===== src/rtl/riscv_csr_pkg.sv =====
// Machine-mode CSR addresses, mstatus bit positions, cause codes and the
// trap sequencer state encoding.
package riscv_csr_pkg;

  localparam logic [11:0] CsrMstatus = 12'h300;
  localparam logic [11:0] CsrMie     = 12'h304;
  localparam logic [11:0] CsrMtvec   = 12'h305;
  localparam logic [11:0] CsrMepc    = 12'h341;
  localparam logic [11:0] CsrMcause  = 12'h342;
  localparam logic [11:0] CsrMtval   = 12'h343;

  localparam int unsigned MstatusMie   = 3;
  localparam int unsigned MstatusMpie  = 7;
  localparam int unsigned MstatusMppLo = 11;
  localparam int unsigned MstatusMppHi = 12;

  localparam logic [3:0] ExcIllegalInstr = 4'd2;
  localparam logic [3:0] IrqMTimer       = 4'd7;
  localparam logic [3:0] IrqMExternal    = 4'd11;

  typedef enum logic [2:0] {
    StIdle,
    StWMepc,
    StWMcause,
    StWMtval,
    StWMstatus,
    StRMstatus,
    StRedirect
  } seq_state_e;

endpackage


===== src/rtl/trap_priority_enc.sv =====
// Picks the highest-priority trap or return request for the writeback instruction:
// exception, then external interrupt, then timer interrupt, then MRET.
module trap_priority_enc
  import riscv_csr_pkg::*;
(
  input  logic       wb_v,
  input  logic       exc_valid,
  input  logic [3:0] exc_code,
  input  logic       wb_mret,
  input  logic       irq_timer,
  input  logic       irq_external,
  input  logic       mie_mtie,
  input  logic       mie_meie,
  input  logic       mstatus_mie,
  output logic       take_trap,
  output logic       take_mret,
  output logic       is_irq,
  output logic [3:0] code
);

  logic ext_en;
  logic tim_en;

  assign ext_en = irq_external & mie_meie & mstatus_mie;
  assign tim_en = irq_timer & mie_mtie & mstatus_mie;

  always_comb begin
    take_trap = 1'b0;
    take_mret = 1'b0;
    is_irq    = 1'b0;
    code      = 4'd0;
    if (wb_v) begin
      if (exc_valid) begin
        take_trap = 1'b1;
        code      = exc_code;
      end else if (ext_en) begin
        take_trap = 1'b1;
        is_irq    = 1'b1;
        code      = IrqMExternal;
      end else if (tim_en) begin
        take_trap = 1'b1;
        is_irq    = 1'b1;
        code      = IrqMTimer;
      end else if (wb_mret) begin
        take_mret = 1'b1;
      end
    end
  end

endmodule


===== src/rtl/trap_sequencer.sv =====
// Machine-mode trap/return controller: owns the CSR write port while writing
// mepc/mcause/mtval/mstatus, then redirects the PC; otherwise passes CSR writes through.
module trap_sequencer
  import riscv_csr_pkg::*;
#(
  parameter int unsigned XLEN   = 64,
  parameter bit          VEC_EN = 1'b1
) (
  input  logic            clk,
  input  logic            reset,
  input  logic            wb_v,
  input  logic [XLEN-1:0] wb_pc,
  input  logic            exc_valid,
  input  logic [3:0]      exc_code,
  input  logic [XLEN-1:0] exc_tval,
  input  logic            wb_mret,
  input  logic            irq_timer,
  input  logic            irq_external,
  input  logic [XLEN-1:0] mstatus,
  input  logic [XLEN-1:0] mie_reg,
  input  logic [XLEN-1:0] mtvec,
  input  logic [XLEN-1:0] mepc,
  input  logic            wb_csr_we,
  input  logic [11:0]     wb_csr_addr,
  input  logic [XLEN-1:0] wb_csr_wdata,
  output logic            csr_we,
  output logic [11:0]     csr_addr,
  output logic [XLEN-1:0] csr_wdata,
  output logic            flush,
  output logic            stall,
  output logic            pc_redirect,
  output logic [XLEN-1:0] redirect_pc
);

  seq_state_e      state_q;
  logic [XLEN-1:0] epc_q;
  logic [XLEN-1:0] cause_q;
  logic [XLEN-1:0] tval_q;

  logic            take_trap;
  logic            take_mret;
  logic            is_irq;
  logic [3:0]      code;
  logic            unused_mie;

  assign unused_mie = ^{mie_reg[XLEN-1:12], mie_reg[10:8], mie_reg[6:0]};

  trap_priority_enc u_prio (
    .wb_v         (wb_v),
    .exc_valid    (exc_valid),
    .exc_code     (exc_code),
    .wb_mret      (wb_mret),
    .irq_timer    (irq_timer),
    .irq_external (irq_external),
    .mie_mtie     (mie_reg[7]),
    .mie_meie     (mie_reg[11]),
    .mstatus_mie  (mstatus[MstatusMie]),
    .take_trap    (take_trap),
    .take_mret    (take_mret),
    .is_irq       (is_irq),
    .code         (code)
  );

  function automatic logic [XLEN-1:0] trap_mstatus(input logic [XLEN-1:0] ms);
    logic [XLEN-1:0] r;
    r                            = ms;
    r[MstatusMpie]               = ms[MstatusMie];
    r[MstatusMie]                = 1'b0;
    r[MstatusMppHi:MstatusMppLo] = 2'b11;
    return r;
  endfunction

  function automatic logic [XLEN-1:0] mret_mstatus(input logic [XLEN-1:0] ms);
    logic [XLEN-1:0] r;
    r                            = ms;
    r[MstatusMie]                = ms[MstatusMpie];
    r[MstatusMpie]               = 1'b1;
    r[MstatusMppHi:MstatusMppLo] = 2'b00;
    return r;
  endfunction

  function automatic logic [XLEN-1:0] trap_target(input logic [XLEN-1:0] tvec,
                                                  input logic [XLEN-1:0] cause);
    logic [XLEN-1:0] base;
    base = {tvec[XLEN-1:2], 2'b00};
    // Vectored mode offsets interrupts only; exceptions always use the base.
    if (VEC_EN && tvec[1:0] == 2'b01 && cause[XLEN-1]) begin
      base = base + {{(XLEN-6){1'b0}}, cause[3:0], 2'b00};
    end
    return base;
  endfunction

  always_ff @(posedge clk) begin
    if (reset) begin
      state_q     <= StIdle;
      epc_q       <= '0;
      cause_q     <= '0;
      tval_q      <= '0;
      csr_we      <= 1'b0;
      csr_addr    <= '0;
      csr_wdata   <= '0;
      flush       <= 1'b0;
      stall       <= 1'b0;
      pc_redirect <= 1'b0;
      redirect_pc <= '0;
    end else begin
      unique case (state_q)
        StIdle: begin
          pc_redirect <= 1'b0;
          if (take_trap) begin
            state_q   <= StWMepc;
            epc_q     <= wb_pc;
            cause_q   <= {is_irq, {(XLEN-5){1'b0}}, code};
            tval_q    <= is_irq ? '0 : exc_tval;
            csr_we    <= 1'b1;
            csr_addr  <= CsrMepc;
            csr_wdata <= {wb_pc[XLEN-1:2], 2'b00};
            flush     <= 1'b1;
            stall     <= 1'b1;
          end else if (take_mret) begin
            state_q   <= StRMstatus;
            csr_we    <= 1'b1;
            csr_addr  <= CsrMstatus;
            csr_wdata <= mret_mstatus(mstatus);
            flush     <= 1'b1;
            stall     <= 1'b1;
          end else begin
            csr_we <= wb_csr_we;
            flush  <= 1'b0;
            stall  <= 1'b0;
            if (wb_csr_we) begin
              csr_addr  <= wb_csr_addr;
              csr_wdata <= wb_csr_wdata;
            end
          end
        end
        StWMepc: begin
          state_q   <= StWMcause;
          csr_addr  <= CsrMcause;
          csr_wdata <= cause_q;
        end
        StWMcause: begin
          state_q   <= StWMtval;
          csr_addr  <= CsrMtval;
          csr_wdata <= tval_q;
        end
        StWMtval: begin
          state_q   <= StWMstatus;
          csr_addr  <= CsrMstatus;
          csr_wdata <= trap_mstatus(mstatus);
        end
        StWMstatus: begin
          state_q     <= StRedirect;
          csr_we      <= 1'b0;
          pc_redirect <= 1'b1;
          redirect_pc <= trap_target(mtvec, cause_q);
        end
        StRMstatus: begin
          state_q     <= StRedirect;
          csr_we      <= 1'b0;
          pc_redirect <= 1'b1;
          redirect_pc <= mepc;
        end
        StRedirect: begin
          state_q     <= StIdle;
          csr_we      <= 1'b0;
          pc_redirect <= 1'b0;
          flush       <= 1'b0;
          stall       <= 1'b0;
        end
        default: state_q <= StIdle;
      endcase
    end
  end

endmodule


===== config.mk =====
export PLATFORM = sky130hd
export DESIGN_NAME = trap_sequencer
export DESIGN_NICKNAME = d
export VERILOG_FILES = /design/src/rtl/riscv_csr_pkg.sv /design/src/rtl/trap_priority_enc.sv /design/src/rtl/trap_sequencer.sv
export SDC_FILE = /design/constraint.sdc
export NUM_CORES = 1
export LEC_CHECK = 0
export CAP_MARGIN = 20
export CORE_AREA = 2 2 239 241
export DETAILED_ROUTE_END_ITERATION = 7
export DIE_AREA = 0 0 241 243
export PLACE_DENSITY = 0.46
export SKIP_CTS_REPAIR_TIMING = 1
export SLEW_MARGIN = 20
export SYNTH_ARGS = -nofsm -noshare
export SYNTH_HDL_FRONTEND = slang
export SYNTH_SLANG_ARGS = --single-unit

===== constraint.sdc =====
create_clock -name clk -period 2.5 [get_ports clk]
set_input_delay 0.5 -clock clk [delete_from_list [all_inputs] [get_ports clk]]
set_output_delay 0.5 -clock clk [all_outputs]
set_load 0.005 [all_outputs]

### Yosys cells after proc, flatten, opt, wreduce, memory -nomap -nowiden

Index checks and enable logic that the tools add are counted.

| word-level totals | value |
|---|---|
| word-level logic and storage cells | 71 |
| register bits | 215 |
| output and inout port bits | 144 |

| operators by class | value |
|---|---|
| multiplexer cells | 36 |
| bitwise operators | 4 |
| reduce and logical (&&, ||, !) cells | 12 |
| $add $sub $neg | 1 |
| equality and inequality tests | 9 |

Operator list:

| operator | count |
|---|---|
| two-way mux 64 bit | 5 |
| one-hot mux 64 bit (4 select lines) | 1 |
| one-hot mux 64 bit (2 select lines) | 1 |
| adder 64 x 6 -> 64 bit | 1 |
| one-hot mux 12 bit (4 select lines) | 1 |
| two-way mux 12 bit | 3 |
| two-way mux 1 bit | 15 |
| one-hot mux 3 bit (5 select lines) | 1 |
| two-way mux 4 bit | 3 |
| == test 3 bit (second input constant) | 3 |
| two-way mux 3 bit | 3 |
| nonzero test 2 bit | 4 |
| == test 3 x 2 -> 1 bit (second input constant) | 2 |
| one-hot mux 1 bit (2 select lines) | 3 |
| AND 1 bit | 4 |
| inequality test 4 bit (second input constant) | 1 |
| AND reduction 2 bit | 2 |
| nonzero test 4 bit | 1 |
| OR reduction 2 bit | 2 |
| == test 3 x 1 -> 1 bit (second input constant) | 1 |
| zero test 3 bit | 1 |
| inequality test 3 bit (second input constant) | 1 |
| OR reduction 3 bit | 1 |
| == test 2 x 1 -> 1 bit (second input constant) | 1 |
| logical AND 1 bit | 1 |

### Logic depth before layout (Yosys ltp)

| depth | value |
|---|---|
| depth in word-level cells | 9 |
| depth in mapped cells | 10 |
| mapped depth without buffers | 8 |

### Modules after synthesis

From an unflattened synthesis, not the netlist that was laid out.

| second synthesis, totals | value |
|---|---|
| cells, all modules | 1551 |
| area total of the unflattened synthesis | 12126.6 um^2 |

Modules (own cells, without submodules):

| module | area an instance (um^2) | seq. area each (um^2) | instances | cells an instance |
|---|---|---|---|---|
| trap_sequencer | 11975.2 | 4304.1 | 1 | 1530 |
| trap_priority_enc | 151.4 | 0.0 | 1 | 21 |

### Least setup slack after synthesis

No wires, ideal clock.

| timing path | value |
|---|---|
| path type | in2reg |
| from | input port mtvec[2] |
| to | register redirect_pc[44] |
| data required time | 2405 ps |
| path slack | 222 ps |
| stages on the path | 8 |
| setup time | 95 ps |
| arrival time | 2183 ps |
| cells stage by stage | ha_1 fa_1 a211oi_1 nor2_2 nand4_1 nor4b_1 xnor2_1 a221oi_1 |

| on the way | value |
|---|---|
| word-level cells in the longest chain between the ends | 3 |

Ends and longest elaborated chain:

| item | RTL line | source |
|---|---|---|
| start, declared | trap_sequencer.sv:21 | `input logic [XLEN-1:0] mtvec,` |
| adder 64 x 6 -> 64 bit | trap_sequencer.sv:88 | `base = base + {{(XLEN-6){1'b0}}, cause[3:0], 2'b00};` |
| two-way mux 64 bit | trap_sequencer.sv:87 | `if (VEC_EN && tvec[1:0] == 2'b01 && cause[XLEN-1]) begin` |
| one-hot mux 64 bit (2 select lines) | trap_sequencer.sv:107 | `unique case (state_q)` |
| end signal, assigned | trap_sequencer.sv:156 | `redirect_pc <= trap_target(mtvec, cause_q);` |
| end signal, assigned | trap_sequencer.sv:162 | `redirect_pc <= mepc;` |
| end, declared | trap_sequencer.sv:32 | `output logic [XLEN-1:0] redirect_pc` |

No other way between the ends.
A chain may end at the register's enable or synchronous reset.

### Final worst setup path

| timing path | value |
|---|---|
| from | input port mtvec[8] |
| to | register redirect_pc[40] |

Same word-level chain as after synthesis.

==> flow_metrics.py <==
metrics = {
    "clocking": {
        "clockBufferDepth": 3,
        "cts_root_buf": "clkbuf_16",
        "cts_tree": "done",
        "clock_latency_ps": 590,
        "clk_pin_slew_ps": 60,
        "cts_max_level": 1,
        "cts_buffers": 29,
        "cts_sinks": 215,
    },
    "critical_path": {
        "r2r_setup_slack_ps": 110,
        "r2r_cells": 9,
        "worstPathRequired_ps": 2990,
        "end_kind": "register",
        "critPathLaunchType": "input pin",
        "critical_path.max_fanout": 4,
        "reg2reg_to": "redirect_pc[40]$_SDFFE_PP0P_",
        "r2r-start": "cause_q[0]$_SDFFE_PP0P_",
        "critPathKind": "input pin to register",
        "arrival_ps": 2910,
    },
    "run": {
        "maxCapViolCount": 0,
    },
    "layout": {
        "syn2layout_area_growth_pct": 73.0,
        "drive_above_1_share": 0.120,
        "fin_util": 0.358,
        "final_nets": 2609,
    },
    "sta": {
        "tightest_slew_ps": 804,
        "hold_viol": 0,
        "finalClockSkew_ps": 16.2,
        "rsz0062_at_grt": "false",
        "fin_crit_ps": 2420,
        "fmax_mhz": 412,
        "fin_crit_sh": 0.970,
        "tns_ps": 0,
        "slew_headroom": 0.464,
        "drv_slew": 0,
        "setup_viol": 0,
        "holdWs_ps": 222,
    },
    "worst_hold_path": {
        "worstHoldPathCells": 2,
        "hp-class": "input pin to register",
        "whs_endpoint": "redirect_pc[0]$_SDFFE_PP0P_",
        "hold_start": "reset",
    },
    "synth": {
        "syn_area_um2": 11600,
        "async_flop_share": 0,
        "synth_seq_area_share": 0.372,
        "ys.flop_type": "dfxtp_1",
        "syn_inst": 1525,
        "avgSynthCellArea_um2": 7.58,
        "synth_fp_nets": 2002,
        "yosysWarnings": 0,
        "synthDistinctLibCells": 64,
        "synth_seq_cells": 215,
        "synth_edf_count": 0,
    },
    "route": {
        "drt_iter0_drc": 758,
        "routed_wl_mm": 63.9,
        "antenna_left": 0,
        "via_count": 14100,
        "drt_first_pass_iters": 5,
        "drt-vias-per-instance": 4.82,
        "drcViolationCount": 0,
        "wire_per_inst_um": 21.9,
    },
    "grt": {
        "grt_usage": 0.209,
        "grt_pass1_vias": 14200,
        "antenna_found_initial": 25,
        "grt.overflow.total": 0,
        "grt_pass1_wl_mm": 92.6,
        "grt_max_degree": 73,
    },
    "pwr": {
        "p_leak_nw": 7.49,
        "fin_total_pwr_mw": 12.4,
        "power.density_nw_per_um2": 622,
        "vdd_drop_max_v": 0.000530,
    },
    "place": {
        "portBuffers": 549,
        "gp_congestion": 0.887,
        "dpl.hpwl_mm": 47.5,
    },
    "floorplan": {
        "die_area_um2": 58600,
        "core_um2": 56000,
        "num_rows": 87,
        "die_w_um": 241,
        "io_pins": 616,
        "chipHeight_um": 243,
        "start_util": 0.207,
    },
    "run_status": {
        "outcome": "finished clean",
    },
}
## area by class of cell
| type | count | area (µm²) |
|---|---|---|
| clock buffers | 45 | 876 |
| clock inverters | 4 | 35.0 |
| flip-flops and latches | 215 | 4310 |
| repair buffers | 714 | 7010 |
| well taps | 756 | 946 |
| inverters | 20 | 75.1 |
| fillers | 5923 | 35900 |
| multi-input cells | 1152 | 6710 |
| diodes | 16 | 40.0 |
## metrics by stage
stage               std cells  setup WS, ps  area, µm²
floorplan                1525           222      11600
global placement         2856          -432      19000
detailed placement       2856          -482      19000
CTS                      2905           129      20000
global route             2922          14.4      20000
finish                   2922          75.3      20000
## Yosys cell counts (5+ instances only)
library cell | number | area share
a31oi_1 | 76 | 0.041
mux2i_1 | 7 | 0.0061
a21oi_1 | 102 | 0.044
buf_2 | 10 | 0.0043
nor4_2 | 5 | 0.0054
a22o_1 | 66 | 0.050
nand2_1 | 270 | 0.088
o22ai_1 | 72 | 0.039
a21o_1 | 7 | 0.0045
nor4_1 | 9 | 0.0049
a221oi_1 | 15 | 0.011
a211oi_1 | 12 | 0.0078
xnor2_1 | 46 | 0.035
or3_1 | 7 | 0.0038
o21ai_1 | 5 | 0.0022
a22oi_1 | 66 | 0.043
nor2_1 | 166 | 0.054
buf_1 | 9 | 0.0029
clkbuf_1 | 117 | 0.038
inv_1 | 20 | 0.0065
dfxtp_1 | 215 | 0.37
nand4_1 | 12 | 0.0065
o21ai_0 | 46 | 0.020
nand3_1 | 42 | 0.018
nor3_1 | 26 | 0.011
xor2_1 | 7 | 0.0053
and3_1 | 16 | 0.0087
## state kept, by name, indices dropped and copies added (netlist names)
name / cells
csr_wdata: 64
csr_addr: 12
stall: 1
state_q: 3
tval_q: 64
redirect_pc: 64
cause_q: 5
csr_we: 1
pc_redirect: 1
## worst max-delay path: stages
cell	delay [ps]
clkdlybuf4s50_1	530
nand3_1	270
nor4_4	440
nand4_1	350
buf_4	250
nor3_1	200
xnor2_1	90
a221oi_1	270
## logic make-up after synthesis
| group | after synthesis | share of synthesized area |
|---|---|---|
| AND/OR/NAND/NOR | 592 | 0.235 |
| AO/OA/AOI/OAI | 493 | 0.285 |
| flip-flops | 215 | 0.372 |
| buffers and inverters | 158 | 0.0533 |
| XOR/XNOR | 53 | 0.0401 |
| multiplexers | 9 | 0.00801 |
| adder cells (fa/ha/maj) | 5 | 0.00606 |
## worst max path at each step
| stage | startpoint | end | slack, ps | depth (start not counted) |
|---|---|---|---|---|
| 2_1_floorplan | mtvec[2] | redirect_pc[44]$_SDFFE_PP0P_ | 220 | 8 |
| 3_3_place_gp | mtvec[2] | redirect_pc[36]$_SDFFE_PP0P_ | -430 | 10 |
| 3_5_place_dp | mtvec[2] | redirect_pc[38]$_SDFFE_PP0P_ | -480 | 10 |
| 4_1_cts | cause_q[0]$_SDFFE_PP0P_ | redirect_pc[38]$_SDFFE_PP0P_ | 130 | 9 |
| 5_1_grt | cause_q[0]$_SDFFE_PP0P_ | redirect_pc[40]$_SDFFE_PP0P_ | 10 | 9 |
| 6_report | mtvec[8] | redirect_pc[40]$_SDFFE_PP0P_ | 80 | 8 |
## where the power goes
part / internal [mW] / leakage [nW] / total [mW] / switching [mW]
registers: 3.85 / 1.76 / 4.10 / 0.256
logic: 2.20 / 5.27 / 4.23 / 2.04
clock network: 2.38 / 0.452 / 4.10 / 1.72
total: 8.43 / 7.49 / 12.4 / 4.01
## layout by cell type (no fill, tap or decap), types with 5 or more instances in the layout
master	n
nor2_1	162
or3_1	7
a221oi_1	14
a221oi_2	5
inv_1	20
buf_12	22
and3_1	15
nand2_1	270
mux2i_1	7
diode_2	16
clkbuf_8	9
clkbuf_16	29
nand3_1	41
buf_4	143
a22oi_1	66
o22ai_1	72
dfxtp_1	212
o21ai_1	5
nor4_2	5
a21o_1	7
clkbuf_1	7
nand4_1	12
xor2_1	7
a22o_1	66
a31oi_1	76
nor4_1	9
clkdlybuf4s50_1	548
a21oi_1	101
xnor2_1	46
o21ai_0	46
a211oi_1	12
nor3_1	26
## layer usage
metal / vias up / share of wire / track usage
met3: 105 / 0.069 / 0.0497
met4: 16 / 0.033 / 0.0899
met1: 6750 / 0.42 / 0.259
li1: 6746 / - / -
met2: 469 / 0.48 / 0.343
met5: - / 0.0016 / 0
No activity file was read; power rests on OpenSTA's default activity.
